===== src/rtl/barrel_pkg.sv =====
// Shared encodings for the barrel shifter family: shift modes and sequencer states.
package barrel_pkg;

  localparam int unsigned WIDTH_DEF = 8;
  localparam int unsigned SHW_DEF   = 3;
  localparam int unsigned MODE_W    = 2;

  localparam logic [MODE_W-1:0] MODE_LSR = 2'b00;
  localparam logic [MODE_W-1:0] MODE_ROR = 2'b01;
  localparam logic [MODE_W-1:0] MODE_ASR = 2'b10;

  typedef enum logic [1:0] {
    IDLE  = 2'd0,
    SHIFT = 2'd1,
    DONE  = 2'd2
  } state_t;

endpackage


===== src/rtl/shift_stage_r.sv =====
// One right-shift stage: shifts by 0 or 2^stage_i with logical, rotate or arithmetic fill.
module shift_stage_r
  import barrel_pkg::*;
#(
  parameter int unsigned WIDTH = WIDTH_DEF,
  parameter int unsigned SHW   = SHW_DEF
) (
  input  logic [WIDTH-1:0]  data_i,
  input  logic              sel_i,
  input  logic [SHW-1:0]    stage_i,
  input  logic [MODE_W-1:0] mode_i,
  input  logic              fill_i,
  output logic [WIDTH-1:0]  data_c
);

  logic [WIDTH-1:0] upper;
  logic [SHW-1:0]   amt;

  // Upper half of a double-width word supplies the bits that enter at the MSB.
  always_comb begin
    amt = SHW'(1) << stage_i;
    case (mode_i)
      MODE_ROR: upper = data_i;
      MODE_ASR: upper = {WIDTH{fill_i}};
      default:  upper = '0;
    endcase
    data_c = sel_i ? WIDTH'({upper, data_i} >> amt) : data_i;
  end

endmodule


===== src/rtl/barrel_unshifter_seq.sv =====
// Sequential right shifter/rotator: one log2 stage per clock, MSB stage first, valid/ready on both sides.
module barrel_unshifter_seq
  import barrel_pkg::*;
#(
  parameter int unsigned WIDTH = WIDTH_DEF,
  parameter int unsigned SHW   = SHW_DEF
) (
  input  logic              clk,
  input  logic              rst_n,
  input  logic              in_valid,
  output logic              in_ready,
  input  logic [WIDTH-1:0]  in,
  input  logic [SHW-1:0]    ctrl,
  input  logic [MODE_W-1:0] mode,
  output logic              out_valid,
  input  logic              out_ready,
  output logic [WIDTH-1:0]  out
);

  state_t              state_q, state_d;
  logic [SHW-1:0]      stage_q, stage_d;
  logic [SHW-1:0]      ctrl_q, ctrl_d;
  logic [MODE_W-1:0]   mode_q, mode_d;
  logic                fill_q, fill_d;
  logic [WIDTH-1:0]    data_q, data_d;
  logic                in_ready_q, in_ready_d;
  logic                out_valid_q, out_valid_d;
  logic                stage_sel;
  logic [WIDTH-1:0]    stage_res_c;

  assign stage_sel = |(ctrl_q & (SHW'(1) << stage_q));

  shift_stage_r #(
    .WIDTH (WIDTH),
    .SHW   (SHW)
  ) u_stage (
    .data_i  (data_q),
    .sel_i   (stage_sel),
    .stage_i (stage_q),
    .mode_i  (mode_q),
    .fill_i  (fill_q),
    .data_c  (stage_res_c)
  );

  always_ff @(posedge clk or negedge rst_n) begin
    if (!rst_n) begin
      state_q     <= IDLE;
      stage_q     <= '0;
      ctrl_q      <= '0;
      mode_q      <= '0;
      fill_q      <= 1'b0;
      data_q      <= '0;
      in_ready_q  <= 1'b1;
      out_valid_q <= 1'b0;
    end else begin
      state_q     <= state_d;
      stage_q     <= stage_d;
      ctrl_q      <= ctrl_d;
      mode_q      <= mode_d;
      fill_q      <= fill_d;
      data_q      <= data_d;
      in_ready_q  <= in_ready_d;
      out_valid_q <= out_valid_d;
    end
  end

  // Next-state and datapath control; handshake flags follow the next state.
  always_comb begin
    state_d = state_q;
    stage_d = stage_q;
    ctrl_d  = ctrl_q;
    mode_d  = mode_q;
    fill_d  = fill_q;
    data_d  = data_q;
    case (state_q)
      IDLE: begin
        if (in_valid && in_ready_q) begin
          data_d  = in;
          ctrl_d  = ctrl;
          mode_d  = mode;
          fill_d  = in[WIDTH-1];
          stage_d = SHW'(SHW - 1);
          state_d = SHIFT;
        end
      end
      SHIFT: begin
        data_d = stage_res_c;
        if (stage_q == '0) begin
          state_d = DONE;
        end else begin
          stage_d = stage_q - SHW'(1);
        end
      end
      DONE: begin
        if (out_ready) begin
          state_d = IDLE;
        end
      end
      default: state_d = IDLE;
    endcase
    in_ready_d  = (state_d == IDLE);
    out_valid_d = (state_d == DONE);
  end

  assign in_ready  = in_ready_q;
  assign out_valid = out_valid_q;
  assign out       = data_q;

endmodule

===== config.mk =====
export PLATFORM = sky130hd
export DESIGN_NAME = barrel_unshifter_seq
export DESIGN_NICKNAME = d
export VERILOG_FILES = /design/src/rtl/barrel_pkg.sv /design/src/rtl/shift_stage_r.sv /design/src/rtl/barrel_unshifter_seq.sv
export SDC_FILE = /design/constraint.sdc
export NUM_CORES = 1
export LEC_CHECK = 0
export BUFFER_PORTS_ARGS = -buffer_cell sky130_fd_sc_hd__buf_2
export CAP_MARGIN = 20
export CORE_AREA = 2 2 55 57
export CTS_BUF_LIST = sky130_fd_sc_hd__clkbuf_4 sky130_fd_sc_hd__clkbuf_8
export DETAILED_ROUTE_END_ITERATION = 8
export DIE_AREA = 0 0 57 59
export MAX_ROUTING_LAYER = met4
export PLACE_DENSITY = 0.77
export SETUP_SLACK_MARGIN = 0.3
export SLEW_MARGIN = 20
export SYNTH_ARGS = -nofsm -noshare
export SYNTH_HDL_FRONTEND = slang
export SYNTH_HIERARCHICAL = 1
export SYNTH_SLANG_ARGS = --single-unit

===== constraint.sdc =====
create_clock -name clk -period 2.4 [get_ports clk]
set_input_delay 0.24 -clock clk [delete_from_list [all_inputs] [get_ports clk]]
set_output_delay 0.24 -clock clk [all_outputs]
set_load 0.02 [all_outputs]

# Word level (Yosys, flattened, before mapping)
# Cells that the tools add are included.
# W data, S select, Z words.
# word_totals
input_bits	17
wordCells	40
out_inout_bits	10
ff_bits	21
# classes
n_eq_ne	8
bitwise_logic	1
n_shift	2
add_sub_neg	1
n_reduce_logical	9
n_mux	11
# op_table
cell	count
$pmux W8 S2	2
$mux W8	2
$shr A16 B3 Y8	1
$eq A2 B2 Y1 const B	3
$mux W2	3
$mux W3	2
$pmux W2 S3	1
$pmux W3 S2	1
$reduce_and A3 Y1	2
$eq A2 B1 Y1 const B	2
$logic_not A2 Y1	2
$ne A2 B2 Y1 const B	2
$and A3 B3 Y3	1
$logic_not A3 Y1	1
$reduce_or A3 Y1	1
$shl A1 B3 Y3 const A	1
$sub A3 B1 Y3 const B	1
$ne A2 B1 Y1 const B	1
$reduce_and A2 Y1	1
$reduce_bool A2 Y1	1
$logic_and A1 B1 Y1	1

# Logic depth before layout (Yosys ltp)
# logic_depth
depth_word	5
depth_mapped	12
ltp_nobuf	12

# Cells and area by module
# Netlist, hierarchy kept.
# by_module_without_submodules
mod	seq_area_each_um2	instances	cells_each	area_per_inst_um2
barrel_unshifter_seq	526.8	1	82	972.2
shift_stage_r	0.0	1	62	394.1

# Least setup slack after synthesis
# Ideal clock, no wire load.
# synth_timing
kind	register to register
from	register stage_q[1]
to	register data_q[7], in the netlist out[7]
slack_ns	0.159
t_arrival_ns	2.115
path_buffers	0
path_stages_with_launch	10
t_required_ns	2.274
setup_time_ns	0.126
synth_period_minus_slack_ns	2.241
cell_sequence	dfrtp_1 > inv_1 > ha_1 > ha_1 > nand2_1 > o21ai_0 > nor2b_1 > nand2_1 > a211o_1 > a221o_1
# synth_via
elab_chain_cells	5
word_cells_on_any_way	8
classes_between	1 x eq/ne; 2 x shift; 2 x mux; 1 x bitwise; 2 x reduce/logical
# synth_lines
item	line	source
from (decl)	barrel_unshifter_seq.sv:21	logic [SHW-1:0] stage_q, stage_d;
from (signal assigned)	barrel_unshifter_seq.sv:57	stage_q <= stage_d;
$shl A1 B3 Y3	barrel_unshifter_seq.sv:31	assign stage_sel = |(ctrl_q & (SHW'(1) << stage_q));
$and A3 B3 Y3	barrel_unshifter_seq.sv:31	
$reduce_or A3 Y1	barrel_unshifter_seq.sv:31	
via stage_sel	barrel_unshifter_seq.sv:28	logic stage_sel;
$ne A2 B1 Y1 (no source line)	n/a	
$reduce_and A3 Y1 (no source line)	n/a	
to (signal assigned)	barrel_unshifter_seq.sv:61	data_q <= data_d;
to (decl)	barrel_unshifter_seq.sv:25	logic [WIDTH-1:0] data_q, data_d;
# The timed path passes the listed nets, and every way through them passes these cells. The select of a mux whose other input is x is not followed.
# A chain may end at the register's enable or synchronous reset.

# Worst setup path after layout
# layout_timing
from	register stage_q[1]
to	register stage_q[1]
# layout_via
elab_chain_cells	3
word_cells_on_any_way	6
classes_between	1 x add/sub; 1 x eq/ne; 2 x mux; 2 x reduce/logical
# layout_lines
item	line
$sub A3 B1 Y3 or $logic_not A3 Y1 (tied branches)	barrel_unshifter_seq.sv:91, barrel_unshifter_seq.sv:88
$mux W3 or $ne A2 B2 Y1 (tied branches)	n/a
$pmux W3 S2 or $reduce_and A3 Y1 (tied branches)	n/a
# Parallel ways exist; a longest one is shown, timed or not. The select of a mux whose other input is x is not followed.

==> summary.txt <==
Result of the run: finished, final reports clean
Combined global-route utilization of all metal layers: 0.2290
Drt drc: 0
Sequential share of the synthesized area: 0.3855
Worst voltage drop across the vdd grid: 953.5 uV
Area taken by flip-flops and latches: 526.8 sq um
Portion of the clock cycle consumed by the worst path in the final layout: 0.8598
Clock tree from TritonCTS: yes
IO Count: 27
Cell area after synthesis: 0.001366 sq mm
Clock slew at the register clock pins of the worst setup and hold paths: 0.12 ns
Async SR Flop Fraction: 1.000
Worst Path Max Fanout: 5
Clk sinks: 21
Vias per cell: 5.902
Antenna diode instance count: 0
Routed wl met2: 1861 um
Crit path DAT: 2.31 ns
Slew headroom: 0.5323
Cell taking the most area after synthesis: dfrtp_1
Synthesis-stage register bit count: 21
Sum of met3 wire segment lengths after detailed routing: 196 um
Layout fillers: 216
Switching power summed over all nets: 1.210 mW
Inserted Clock Buffers: 3
Synth-to-layout area growth: 27.66%
Pre-CTS WS: 0.2365 ns
Gp weighted congestion: 0.9465
Port Buffers: 26
Total global routing overflow: 0
Die Span X: 57 um
Final standard cell utilization of the core: 0.6436
Required time of the critical path: 2.64 ns
Count of warnings emitted by yosys: 6
Total power per unit cell area: 1502 mW/mm^2
Final routed wire length divided by cell count: 16.53 um
Total chip power: 2.620 mW
Worst Setup End Kind: register
Upper clock frequency limit: 484.6 MHz
Switching Share: 0.4617
Synth top area share: 0.3663
Clock root cell: clkbuf_4
Number of antenna violations at the first check in global routing: 0
Final layout net count: 208
Share of power burned in the clock network: 0.072
Post-synth EDFFs: 0
Uppermost layer routed: met4
Kind of start point of the critical path: register
Starting DRT DRC Count: 49
Most area-consuming cells after synthesis: dfrtp_1 37%, ha_1 5.5%, nand2_1 5.2%
Placed cell areas: 0.001525 sq mm
Count leader, synth: dfrtp_1
Via total after detailed routing: 1,269
Mean cell area of the mapped netlist: 9.488 sq um
Summed negative setup slack over all endpoints: 0 ns
Top cells by instance count after synthesis: 20 x dfrtp_1, 19 x nand2_1, 11 x a21oi_1, 8 x inv_1, 8 x nor2_1
Cell internal power dissipation: 1.410 mW
Wirelength, routed: 3554 um
CP most frequent cell: buf_4
Type of the most critical hold path: input port to register
Worst Clk Skew: 0.005066 ns
H-Tree Level Count: 1
Critical Path Max Stage Delay: 0.44 ns
Number of global-route vias before repair: 1,227
Crit path setup slack, layout: 0.3365 ns
Die height: 59 um
Total number of placement rows: 19
Area of the multi-input gates: 847.1 sq um
Wire length on met1: 1366 um
Sequential cell fraction of total power: 0.288
Share of total power in combinational logic: 0.640
Initial standard-cell utilization of the core: 0.5042
Final-report setup violation count: 0
Cell type of the slowest stage on the worst timing path: dfrtp_1
Clock period minus worst slack: 2.063 ns
Area of the die: 0.003363 sq mm
Clock insertion delay at the later pin of the skew report: 0.31 ns
Cell breakdown of the critical path: inv_2 -> ha_4 -> ha_4 -> buf_4 -> buf_4 -> buf_4 -> nor3b_1 -> or2_4 -> a2bb2oi_1
Number of search-and-repair iterations in the first detailed-routing pass: 4
Unrepaired setup endpoints after global routing: true
Final slew viol count: 0
Count of antenna-violating nets left after detailed routing: 0
Distinct cell type count after synthesis: 35
Clk buf depth: 2
Class of the most critical setup path: register to register
Area of the core: 0.002710 sq mm
Final hold violation count: 0
Max Cap Violations: 0
Wire length of the first global-routing pass: 5699 um
Actual transition at the worst max-transition pin: 0.7002 ns
Number of instances in the synthesized netlist: 144
Leak Pwr: 0.8407 nW
Detailed-placement wirelength estimate: 2419 um
Design area: 0.001744 sq mm
Most used flip-flop cell after synthesis: dfrtp_1
Layout cell share with drive strength beyond 1: 0.3967
Pin count of the biggest net entering global routing: 22
Post-synth net total: 167
[worst paths after layout]
kind | end | cells past startpoint | startpoint | slack, ns
worst min-delay path | out[0]$_DFFE_PN0P_ | 3 | in[0] | 0.14
min in group asynchronous | out_valid$_DFF_PN0_ | 2 | rst_n | 0.40
worst min register to register | mode_q[0]$_DFFE_PN0P_ | 1 | mode_q[0]$_DFFE_PN0P_ | 0.56
worst max-delay path | stage_q[1]$_DFFE_PN0P_ | 9 | stage_q[1]$_DFFE_PN0P_ | 0.34
max in group asynchronous | in_ready$_DFF_PN1_ | 2 | rst_n | 1.66
worst max register to register | stage_q[1]$_DFFE_PN0P_ | 9 | stage_q[1]$_DFFE_PN0P_ | 0.34
[placed cells by master (no fill, tap or decap), types with 2 or more instances in the layout]
master / instances
ha_1: 2
nor2_1: 8
a211o_1: 3
mux2_2: 4
buf_4: 13
mux2_4: 3
inv_1: 6
a22oi_1: 6
ha_4: 4
buf_2: 26
dfrtp_1: 20
mux2i_1: 3
inv_2: 2
a21oi_1: 10
nand2_1: 17
nand2b_4: 2
a211oi_1: 3
nor3_1: 3
o22ai_1: 4
a22o_1: 2
nor2b_1: 4
nor3b_1: 3
o21ai_0: 6
nand2b_1: 3
buf_6: 3
clkbuf_4: 4
a21o_1: 2
[flip-flops by register name, indices dropped and copies added (netlist names)]
signal / count
out: 8
fill_q: 1
ctrl_q: 3
out_valid: 1
mode_q: 2
in_ready: 1
stage_q: 3
state_q: 2
[power groups by stage]
stage | registers, mW | logic, mW | clock network (mW)
6_report | 0.754 | 1.68 | 0.190
2_1_floorplan | 0.778 | 1.00 | 0
3_5_place_dp | 0.750 | 1.36 | 0
4_1_cts | 0.739 | 1.48 | 0.193
3_3_place_gp | 0.738 | 1.31 | 0
5_1_grt | 0.779 | 1.83 | 0.209
[cell families (layout without fill, tap and decap cells)]
logic type / Yosys count / in the layout / synth area share
AO/OA/AOI/OAI: 46 / 46 / 0.2299
adder cells (fa/ha/maj): 6 / 6 / 0.05494
buffers and inverters: 15 / 55 / 0.06684
flip-flops: 21 / 21 / 0.3855
multiplexers: 10 / 10 / 0.08791
AND/OR/NAND/NOR: 46 / 46 / 0.1749
[worst max-delay path, delay by kind of cell, from the launching register on]
| kind | cells | cell delay, ns |
|---|---|---|
| DFF | 1 | 0.44 |
| buffers and inverters | 4 | 0.47 |
| and+or+nand+nor | 2 | 0.61 |
| adders and majority gates | 2 | 0.32 |
| AOI/OAI and AO/OA | 1 | 0.16 |
[final cells by class]
type | count | share of cell area
flip-flops and latches | 21 | 0.3020
well taps | 31 | 0.02224
multi-input cells | 108 | 0.4857
repair buffers | 43 | 0.1557
clock buffers | 4 | 0.01722
inverters | 8 | 0.01722
[routing by layer]
layer	vias to the layer above	GRT usage
met5	-	-
met4	0	0.1096
met3	15	0.03493
met2	55	0.3892
met1	601	0.2670
li1	598	-
[timing repair]
item,in CTS,in global routing
pin swaps,2,7
hold buffers,1,0
resized for setup,5,17
hold endpoints to repair,20,0
setup endpoints to repair,3,5
cloned,0,0
setup buffers,6,5
[metrics by stage]
step / instances / hold slack, ns
global route: 215 / 0.1351
CTS: 210 / 0.1358
global placement: 199 / 0.2142
detailed placement: 199 / 0.2273
floorplan: 144 / -0.05559
finish: 215 / 0.1443
Note: power is estimated with default switching activity, not from simulation.
